--- src/rtl/num_rom_pkg.sv ---
// Shared definitions for the glyph/number ROM and its read-side sequencer.
package num_rom_pkg;

    localparam int unsigned ROM_ADDR_WIDTH = 10;
    localparam int unsigned ROM_DATA_WIDTH = 32;
    localparam int unsigned ROM_ROWS_LOG2  = 4;

    typedef enum logic [1:0] {
        IDLE  = 2'd0,
        FETCH = 2'd1,
        DRAIN = 2'd2
    } state_e;

endpackage

--- src/rtl/num_rom_reader_fifo.sv ---
// Synchronous FIFO with a registered head entry (first word appears on rd_data) and an occupancy count.
module num_rom_reader_fifo #(
    parameter int unsigned  WIDTH = 33,
    parameter int unsigned  DEPTH = 4,
    localparam int unsigned CNT_W = $clog2(DEPTH + 1)
) (
    input  logic             clk,
    input  logic             rst_n,
    input  logic             wr_en,
    input  logic [WIDTH-1:0] wr_data,
    output logic             rd_valid,
    input  logic             rd_ready,
    output logic [WIDTH-1:0] rd_data,
    output logic [CNT_W-1:0] count_c
);
    // The head register is one of the DEPTH entries; the array holds the rest.
    localparam int unsigned MEM_D = DEPTH - 1;
    localparam int unsigned PTR_W = (MEM_D > 1) ? $clog2(MEM_D) : 1;

    logic             head_vld_q, head_vld_d;
    logic [WIDTH-1:0] head_q, head_d;
    logic [WIDTH-1:0] mem_q [MEM_D];
    logic [PTR_W-1:0] wr_ptr_q, wr_ptr_d;
    logic [PTR_W-1:0] rd_ptr_q, rd_ptr_d;
    logic [CNT_W-1:0] mem_cnt_q, mem_cnt_d;
    logic             pop, mem_wr, mem_rd;

    function automatic logic [PTR_W-1:0] ptr_inc(input logic [PTR_W-1:0] p);
        return (p == PTR_W'(MEM_D - 1)) ? '0 : p + PTR_W'(1);
    endfunction

    always_comb begin
        pop        = head_vld_q & rd_ready;
        mem_rd     = pop & (mem_cnt_q != '0);
        mem_wr     = wr_en & head_vld_q & (~pop | (mem_cnt_q != '0));
        head_vld_d = head_vld_q;
        head_d     = head_q;
        // Refill the head from the array first, otherwise bypass the incoming word.
        if (!head_vld_q || pop) begin
            if (mem_rd) begin
                head_vld_d = 1'b1;
                head_d     = mem_q[rd_ptr_q];
            end else if (wr_en) begin
                head_vld_d = 1'b1;
                head_d     = wr_data;
            end else begin
                head_vld_d = 1'b0;
            end
        end
        wr_ptr_d  = mem_wr ? ptr_inc(wr_ptr_q) : wr_ptr_q;
        rd_ptr_d  = mem_rd ? ptr_inc(rd_ptr_q) : rd_ptr_q;
        mem_cnt_d = mem_cnt_q + CNT_W'(mem_wr) - CNT_W'(mem_rd);
    end

    always_ff @(posedge clk or negedge rst_n) begin
        if (!rst_n) begin
            head_vld_q <= 1'b0;
            head_q     <= '0;
            wr_ptr_q   <= '0;
            rd_ptr_q   <= '0;
            mem_cnt_q  <= '0;
            for (int i = 0; i < int'(MEM_D); i++) begin
                mem_q[i] <= '0;
            end
        end else begin
            head_vld_q <= head_vld_d;
            head_q     <= head_d;
            wr_ptr_q   <= wr_ptr_d;
            rd_ptr_q   <= rd_ptr_d;
            mem_cnt_q  <= mem_cnt_d;
            if (mem_wr) begin
                mem_q[wr_ptr_q] <= wr_data;
            end
        end
    end

    assign rd_valid = head_vld_q;
    assign rd_data  = head_q;
    assign count_c  = mem_cnt_q + CNT_W'(head_vld_q);

endmodule

--- src/rtl/num_rom_reader.sv ---
// Read-side sequencer for the glyph ROM: issues the rows of one glyph under credit control,
// tracks the ROM read latency and streams rows out with last-row marking.
module num_rom_reader
    import num_rom_pkg::*;
#(
    parameter int unsigned  ADDR_WIDTH = ROM_ADDR_WIDTH,
    parameter int unsigned  DATA_WIDTH = ROM_DATA_WIDTH,
    parameter int unsigned  ROWS_LOG2  = ROM_ROWS_LOG2,
    parameter int unsigned  RD_LATENCY = 1,
    parameter int unsigned  FIFO_DEPTH = 4,
    localparam int unsigned IDX_W      = ADDR_WIDTH - ROWS_LOG2
) (
    input  logic                  clk,
    input  logic                  rst_n,
    input  logic                  req_valid,
    output logic                  req_ready,
    input  logic [IDX_W-1:0]      req_idx,
    output logic [ADDR_WIDTH-1:0] rom_addr,
    output logic                  rom_clk_en,
    input  logic [DATA_WIDTH-1:0] rom_rd_data,
    output logic                  out_valid,
    input  logic                  out_ready,
    output logic [DATA_WIDTH-1:0] out_data,
    output logic                  out_last,
    output logic                  busy
);
    // Stage 0 is the registered ROM address; the tag leaves stage RD_LATENCY with its data.
    localparam int unsigned PIPE_N = RD_LATENCY + 1;
    localparam int unsigned FCNT_W = $clog2(FIFO_DEPTH + 1);
    localparam int unsigned CRD_W  = $clog2(2 * FIFO_DEPTH + 2);

    generate
        if (RD_LATENCY < 1 || RD_LATENCY > 2) begin : g_bad_latency
            $error("num_rom_reader: RD_LATENCY must be 1 or 2");
        end
        if (FIFO_DEPTH < RD_LATENCY + 1) begin : g_bad_depth
            $error("num_rom_reader: FIFO_DEPTH must be >= RD_LATENCY+1");
        end
    endgenerate

    state_e                state_q, state_d;
    logic [IDX_W-1:0]      idx_q, idx_d;
    logic [ROWS_LOG2-1:0]  row_cnt_q, row_cnt_d;
    logic [ADDR_WIDTH-1:0] rom_addr_q, rom_addr_d;
    logic                  rom_clk_en_q, rom_clk_en_d;
    logic                  busy_q, busy_d;
    logic                  req_ready_q, req_ready_d;
    logic [PIPE_N-1:0]     pipe_vld_q, pipe_vld_d;
    logic [PIPE_N-1:0]     pipe_last_q, pipe_last_d;

    logic                  issue, issue_last, credit, pop, last_pop, push;
    logic [IDX_W-1:0]      issue_idx;
    logic [ROWS_LOG2-1:0]  issue_row;
    logic [CRD_W-1:0]      in_flight;
    logic [FCNT_W-1:0]     fifo_count;
    logic [DATA_WIDTH:0]   fifo_wr_data, fifo_rd_data;
    logic                  fifo_rd_valid;

    always_comb begin
        in_flight = '0;
        for (int i = 0; i < int'(PIPE_N); i++) begin
            in_flight = in_flight + CRD_W'(pipe_vld_q[i]);
        end
    end

    // A row popped this cycle frees its slot, which keeps a full pipe issuing every cycle.
    assign pop      = fifo_rd_valid & out_ready;
    assign last_pop = pop & fifo_rd_data[DATA_WIDTH];
    assign credit   = (in_flight + CRD_W'(fifo_count)) < (CRD_W'(FIFO_DEPTH) + CRD_W'(pop));
    assign push     = pipe_vld_q[PIPE_N-1];

    always_comb begin
        state_d      = state_q;
        idx_d        = idx_q;
        row_cnt_d    = row_cnt_q;
        rom_addr_d   = rom_addr_q;
        busy_d       = busy_q;
        issue        = 1'b0;
        issue_idx    = idx_q;
        issue_row    = row_cnt_q;
        issue_last   = 1'b0;

        unique case (state_q)
            IDLE: begin
                // Row 0 goes out on the accept cycle itself.
                if (req_valid && req_ready_q) begin
                    idx_d     = req_idx;
                    busy_d    = 1'b1;
                    issue     = 1'b1;
                    issue_idx = req_idx;
                    issue_row = '0;
                end
            end
            FETCH: begin
                issue = credit;
            end
            DRAIN: begin
                if (last_pop && (pipe_vld_q == '0)) begin
                    state_d = IDLE;
                    busy_d  = 1'b0;
                end
            end
            default: begin
                state_d = IDLE;
            end
        endcase

        if (issue) begin
            issue_last = (issue_row == '1);
            rom_addr_d = {issue_idx, issue_row};
            row_cnt_d  = issue_row + ROWS_LOG2'(1);
            state_d    = issue_last ? DRAIN : FETCH;
        end

        pipe_vld_d   = {pipe_vld_q[PIPE_N-2:0], issue};
        pipe_last_d  = {pipe_last_q[PIPE_N-2:0], issue_last};
        rom_clk_en_d = |pipe_vld_d[PIPE_N-2:0];
        req_ready_d  = (state_d == IDLE);
    end

    always_ff @(posedge clk or negedge rst_n) begin
        if (!rst_n) begin
            state_q      <= IDLE;
            idx_q        <= '0;
            row_cnt_q    <= '0;
            rom_addr_q   <= '0;
            rom_clk_en_q <= 1'b0;
            busy_q       <= 1'b0;
            req_ready_q  <= 1'b0;
            pipe_vld_q   <= '0;
            pipe_last_q  <= '0;
        end else begin
            state_q      <= state_d;
            idx_q        <= idx_d;
            row_cnt_q    <= row_cnt_d;
            rom_addr_q   <= rom_addr_d;
            rom_clk_en_q <= rom_clk_en_d;
            busy_q       <= busy_d;
            req_ready_q  <= req_ready_d;
            pipe_vld_q   <= pipe_vld_d;
            pipe_last_q  <= pipe_last_d;
        end
    end

    assign fifo_wr_data = {pipe_last_q[PIPE_N-1], rom_rd_data};

    num_rom_reader_fifo #(
        .WIDTH (DATA_WIDTH + 1),
        .DEPTH (FIFO_DEPTH)
    ) u_fifo (
        .clk      (clk),
        .rst_n    (rst_n),
        .wr_en    (push),
        .wr_data  (fifo_wr_data),
        .rd_valid (fifo_rd_valid),
        .rd_ready (out_ready),
        .rd_data  (fifo_rd_data),
        .count_c  (fifo_count)
    );

    assign req_ready  = req_ready_q;
    assign rom_addr   = rom_addr_q;
    assign rom_clk_en = rom_clk_en_q;
    assign busy       = busy_q;
    assign out_valid  = fifo_rd_valid;
    assign out_data   = fifo_rd_data[DATA_WIDTH-1:0];
    assign out_last   = fifo_rd_data[DATA_WIDTH];

endmodule

--- config.mk ---
export PLATFORM = sky130hd
export DESIGN_NAME = num_rom_reader
export DESIGN_NICKNAME = d
export VERILOG_FILES = /design/src/rtl/num_rom_pkg.sv /design/src/rtl/num_rom_reader_fifo.sv /design/src/rtl/num_rom_reader.sv
export SDC_FILE = /design/constraint.sdc
export NUM_CORES = 1
export LEC_CHECK = 0
export ABC_AREA = 1
export CAP_MARGIN = 10
export CELL_PAD_IN_SITES_DETAIL_PLACEMENT = 0
export CELL_PAD_IN_SITES_GLOBAL_PLACEMENT = 1
export CORE_UTILIZATION = 42
export CTS_CLUSTER_DIAMETER = 80
export DETAILED_ROUTE_END_ITERATION = 12
export PLACE_DENSITY_LB_ADDON = 0.15
export SLEW_MARGIN = 20
export SYNTH_ARGS = -nofsm -noshare
export SYNTH_HDL_FRONTEND = slang
export SYNTH_SLANG_ARGS = --single-unit
--- constraint.sdc ---
create_clock -name clk -period 2.8 [get_ports clk]
set_input_delay 0.56 -clock clk [delete_from_list [all_inputs] [get_ports clk]]
set_output_delay 0.56 -clock clk [all_outputs]
set_load 0.05 [all_outputs]
# ---- Word-level counts from Yosys, hierarchy flattened
# Cells that the tools add are included.
# Widths: inputs -> output; s select.
dict set report word_totals {
  memories 0
  latch_bits 0
  word_cells 86
  inputBits 42
  output_inout_bits 47
  romBits 0
  mem_bits_rw 0
  reg_bits 169
}
dict set report op_classes {
  multipliers 0
  addsub 9
  reduce_logical 14
  eq_ne 7
  div 0
  n_shift 0
  magnitude_cmp 4
  muxes 26
  bitwise_logic 9
}
# operator n
set op_table {}
lappend op_table {{$mux 33} 5}
lappend op_table {{$bwmux 99} 1}
lappend op_table {{$bmux 33 s2} 1}
lappend op_table {{$demux 33 s2} 1}
lappend op_table {{$mux 6} 2}
lappend op_table {{$mux 2} 5}
lappend op_table {{$mux 4} 2}
lappend op_table {{$add 3x1->3} 2}
lappend op_table {{$eq 2x2->1 const B} 3}
lappend op_table {{$ge 3x3->1 const B} 2}
lappend op_table {{$logic_not 2->1} 3}
lappend op_table {{$mux 1} 6}
lappend op_table {{$not 2->3} 2}
lappend op_table {{$and 1x1->1} 5}
lappend op_table {{$add 2x1->2 const B} 2}
lappend op_table {{$add 2x3->4} 1}
lappend op_table {{$add 3x1->4 const A} 1}
lappend op_table {{$add 4x1->4 const B} 1}
lappend op_table {{$eq 4x4->1 const B} 1}
lappend op_table {{$lt 4x4->1} 1}
lappend op_table {{$ne 2x2->1 const B} 2}
lappend op_table {{$pmux 1 s2} 2}
lappend op_table {{$pmux 2 s2} 1}
lappend op_table {{$reduce_bool 2->1} 2}
lappend op_table {{13 further kinds} 15}

# ---- Longest topological paths before layout
dict set report depth {
  ltp_word 7
  ltp_mapped 12
  ltp_nobuf 11
}

# ---- Cells and area by module
# From an unflattened synthesis, not the netlist that was laid out.
dict set report unflattened {
  cells_unflattened 1023
  area_unflattened_um2 8066.5
}
# module seq_area_each_um2 instances cells_each area_per_inst_um2
set by_module_without_submodules {}
lappend by_module_without_submodules {num_rom_reader_fifo 3503.4 1 873 6779.0}
lappend by_module_without_submodules {num_rom_reader 700.7 1 150 1287.5}

# ---- Least setup slack after synthesis
# OpenSTA, ideal clock, no wires.
dict set report synth_timing {
  path_kind {register to register}
  start {reg u_fifo.head_vld_q (netlist: u_fifo.rd_valid)}
  end {reg u_fifo.mem_cnt_q[2]}
  path_stages_with_launch 11
  t_arrival_ns 2.459
  setup_time_ns 0.129
  path_slack_ns 0.213
  required_ns 2.671
  path_cell_list {dfrtp_1 nand2_1 nor2_8 clkbuf_1 ha_1 inv_1 ha_1 inv_1 fa_1 xnor2_1 xor2_1}
}
# item line_no
set synth_lines {}
lappend synth_lines {{start: declaration} num_rom_reader_fifo.sv:20} ;# logic head_vld_q, head_vld_d;
lappend synth_lines {{start signal: assignment} num_rom_reader_fifo.sv:66} ;# head_vld_q <= head_vld_d;
lappend synth_lines {{$and 1x1->1} num_rom_reader_fifo.sv:33} ;# pop = head_vld_q & rd_ready;
lappend synth_lines {{$and 1x1->1} num_rom_reader_fifo.sv:34} ;# mem_rd = pop & (mem_cnt_q != '0);
lappend synth_lines {{via u_fifo.mem_rd} num_rom_reader_fifo.sv:26} ;# logic pop, mem_wr, mem_rd;
lappend synth_lines {{$sub 3x1->3} num_rom_reader_fifo.sv:52} ;# mem_cnt_d = mem_cnt_q + CNT_W'(mem_wr) - CNT_W'(mem_rd);
lappend synth_lines {{via u_fifo.mem_cnt_d[2]} num_rom_reader_fifo.sv:25} ;# logic [CNT_W-1:0] mem_cnt_q, mem_cnt_d;
lappend synth_lines {{end signal: assignment} num_rom_reader_fifo.sv:70} ;# mem_cnt_q <= mem_cnt_d;
lappend synth_lines {{end: declaration} num_rom_reader_fifo.sv:25}
# The timed path passes the listed nets, and every way through them passes these cells.
# A chain may end at the register's enable or synchronous reset.

# ---- Worst setup path in the final report
dict set report layout_timing {
  start {reg u_fifo.head_vld_q (netlist: u_fifo.rd_valid)}
  end {out out_valid}
}
# item line_no
set layout_lines {}
lappend layout_lines {{end: declaration} num_rom_reader.sv:21} ;# output logic out_valid,
# No word-level cell between the ends.

==> metrics.cfg <==
[run_status]
outcome=finished clean

[detailed_routing]
drt_first_pass_iters=4
num_vias=6031
wl_per_cell_um=14.1
vias_per_cell=4.74
ant_nets=0
drcViolationCount=0
drt_iter0_markers=292
wl_mm=17.9

[logic_synthesis]
ys_ff_latch=168
yosysTopAreaCell=dfrtp_1
async_reset_ff_frac=1.00
ys_seq_area_frac=0.547
synth.most_common_cell=nand2_1
ys_warn_count=0
synthTopCellsByArea=dfrtp_1 (55%), nand2_1 (23%), o21ai_0 (5.3%), inv_1 (2.8%), nand3_1 (2.6%)
synthFlopType=dfrtp_1
synth_area_um2=7690
synthCells=951
synth_top_area_frac=0.547
synth-edff-count=0
ys_types=28
synth.avg_cell_area_um2=8.08
synth_fp_nets=1001
synth.top_cells.by_count=nand2_1 (479), dfrtp_1 (168), o21ai_0 (81), inv_1 (57), nand3_1 (40)

[clock_network]
cts.root.buffer_cell=clkbuf_16
cts.path.max_buffers=2
clock_sinks=168
ctsHoldBuffers=0
htreeDepth=4
cts_buffers=17
clkTransAtPathRegs_ns=0.06
cts_tree=yes
post-cts-setup-buffer-count=0
clkLatencyLatePin_ns=0.43
post_cts_resized=0

[run]
maxCapViolations=0

[floorplan]
dieArea_um2=18800
io_pins=89
core_um2=18000
num_rows=49
die_h_um=137
fp.dieW_um=137
start_util=0.428

[worst_setup_path]
cp-start-kind=flip-flop
worst_setup_path_end_kind=output port
critPathBufInv=2
critPathKind=reg2out
crit_fanout=4
crit_required_ns=2.24
path_delay_family=buffers and inverters
crit_chain=buf_4, clkdlybuf4s50_1
max_stage_delay_ns=0.80
worstPathArrival_ns=1.74
crit_slowest_cell=clkdlybuf4s50_1

[power]
ir_drop_uv=618
total_leakage_power_uw=0.00487
powerDensity_nw_per_um2=1290

[cells_and_area]
syn2layout_area_growth_pct=23.0
fill_cells=1737
drive_gt1_frac=0.0670
n_antenna_cell=0
ff_latch_area_um2=4200
multi_input_area_um2=2970
fin_nets=1082
final_util=0.526

[sta]
max_freq_mhz=435
tightest_slew_ns=1.05
fin_crit_sh=0.821
grt_setup_unrepaired=no
setup_viol_count_final=0
max_slew_margin=0.295
drv_slew=0
fin_crit_ns=2.30
finalClockSkew_ns=0.00873
hold_viol_final=0
fin_setup_tns_ns=0

[global_route]
antenna_found_initial=0
grt_first_pass_wirelength_mm=30.5
grt_usage=0.213
grt_max_degree=62
overflow=0
grt_pass1_vias=5988

[place]
gp_congestion=0.757
place.port_buffers=88
dp_hpwl_mm=11.4

[worst_hold_path]
hold_path.class=in2async

-- layout make-up --
| class | count | area share |
|---|---|---|
| clock buffers | 23 | 0.0516 |
| flip-flops and latches | 168 | 0.445 |
| inverters | 61 | 0.0242 |
| clock inverters | 8 | 0.0151 |
| multi-input cells | 674 | 0.314 |
| well taps | 229 | 0.0303 |
| repair buffers | 110 | 0.120 |
-- path summary, 6_finish.rpt --
path / slack [ns] / depth (start not counted) / start / end
min in group clk: 0.35 / 0 / pipe_last_q[0]$_DFF_PN0_ / pipe_last_q[1]$_DFF_PN0_
worst max-delay path: 0.50 / 2 / u_fifo.rd_valid$_DFFE_PN0N_ / out_valid
worst min-delay path: 0.12 / 1 / rst_n / u_fifo.rd_data[10]$_DFFE_PN0P_
max in group asynchronous: 1.94 / 2 / rst_n / u_fifo.mem_q[62]$_DFFE_PN0P_
worst min register to register: 0.35 / 0 / pipe_last_q[0]$_DFF_PN0_ / pipe_last_q[1]$_DFF_PN0_
worst max register to register: 0.52 / 10 / u_fifo.rd_valid$_DFFE_PN0N_ / rom_addr[9]$_DFFE_PN0P_
-- placed cells by master (no fill, tap or decap), types with 6 or more instances in the layout --
master           synthesis  routed
clkbuf_16                0      17
nand2_1                479     479
dfrtp_1                168     168
ha_1                     6       6
o21ai_0                 81      81
buf_4                    4      15
o21ai_1                 36      36
inv_1                   57      57
clkdlybuf4s50_1          0      87
nand3_1                 40      40
buf_12                   0       7
nor2_1                  10       9
-- flip-flops by register name, indices dropped and copies added, names as in the netlist --
register,count
u_fifo.mem_q,99
u_fifo.rd_data,33
rom_addr,10
idx_q,6
row_cnt_q,4
u_fifo.mem_cnt_q,3
pipe_last_q,2
pipe_vld_q,2
state_q,2
u_fifo.rd_ptr_q,2
u_fifo.wr_ptr_q,2
busy,1
req_ready,1
u_fifo.rd_valid,1
-- worst reg2reg max path, delay by kind of cell, from the launching register on --
kind / cells / cell delay [ns]
adders and majority gates: 3 / 0.98
and+or+nand+nor: 7 / 0.85
DFF: 1 / 0.40
-- through the flow --
stage | instance area (um2) | worst slack [ns] | hold WS, ns | instances | total power [uW]
CTS | 9460 | 0.475 | 0.140 | 1273 | 12400
global route | 9460 | 0.318 | 0.163 | 1273 | 13200
floorplan | 7690 | 0.213 | 0.264 | 951 | 8130
finish | 9460 | 0.503 | 0.119 | 1273 | 12200
global placement | 8820 | 0.0944 | 0.337 | 1242 | 9710
detailed placement | 8820 | 0.0867 | 0.336 | 1242 | 9780
-- metal layers --
layer,wire length [um],share of wire,global-route usage,vias up
met2,8050,0.45,0.336,93
met4,165,0.0092,0.0507,0
li1,-,-,-,3117
met3,691,0.039,0.0493,12
met5,0,0,0,-
met1,9030,0.50,0.295,2809
-- where the power goes --
| group | internal, uW | switching, uW | leakage (uW) |
|---|---|---|---|
| registers | 3500 | 609 | 0.00213 |
| logic | 1890 | 3670 | 0.00243 |
| clock network | 1580 | 938 | 0.000309 |
| total | 6970 | 5220 | 0.00487 |
-- cells by family after synthesis --
| kind of cell | synth area share |
|---|---|
| compound gates | 0.0791 |
| xor+xnor | 0.00342 |
| flops | 0.547 |
| simple gates | 0.284 |
| fa+ha+maj | 0.0150 |
| buf+inv | 0.0720 |
No activity file was read; power rests on OpenSTA's default activity.
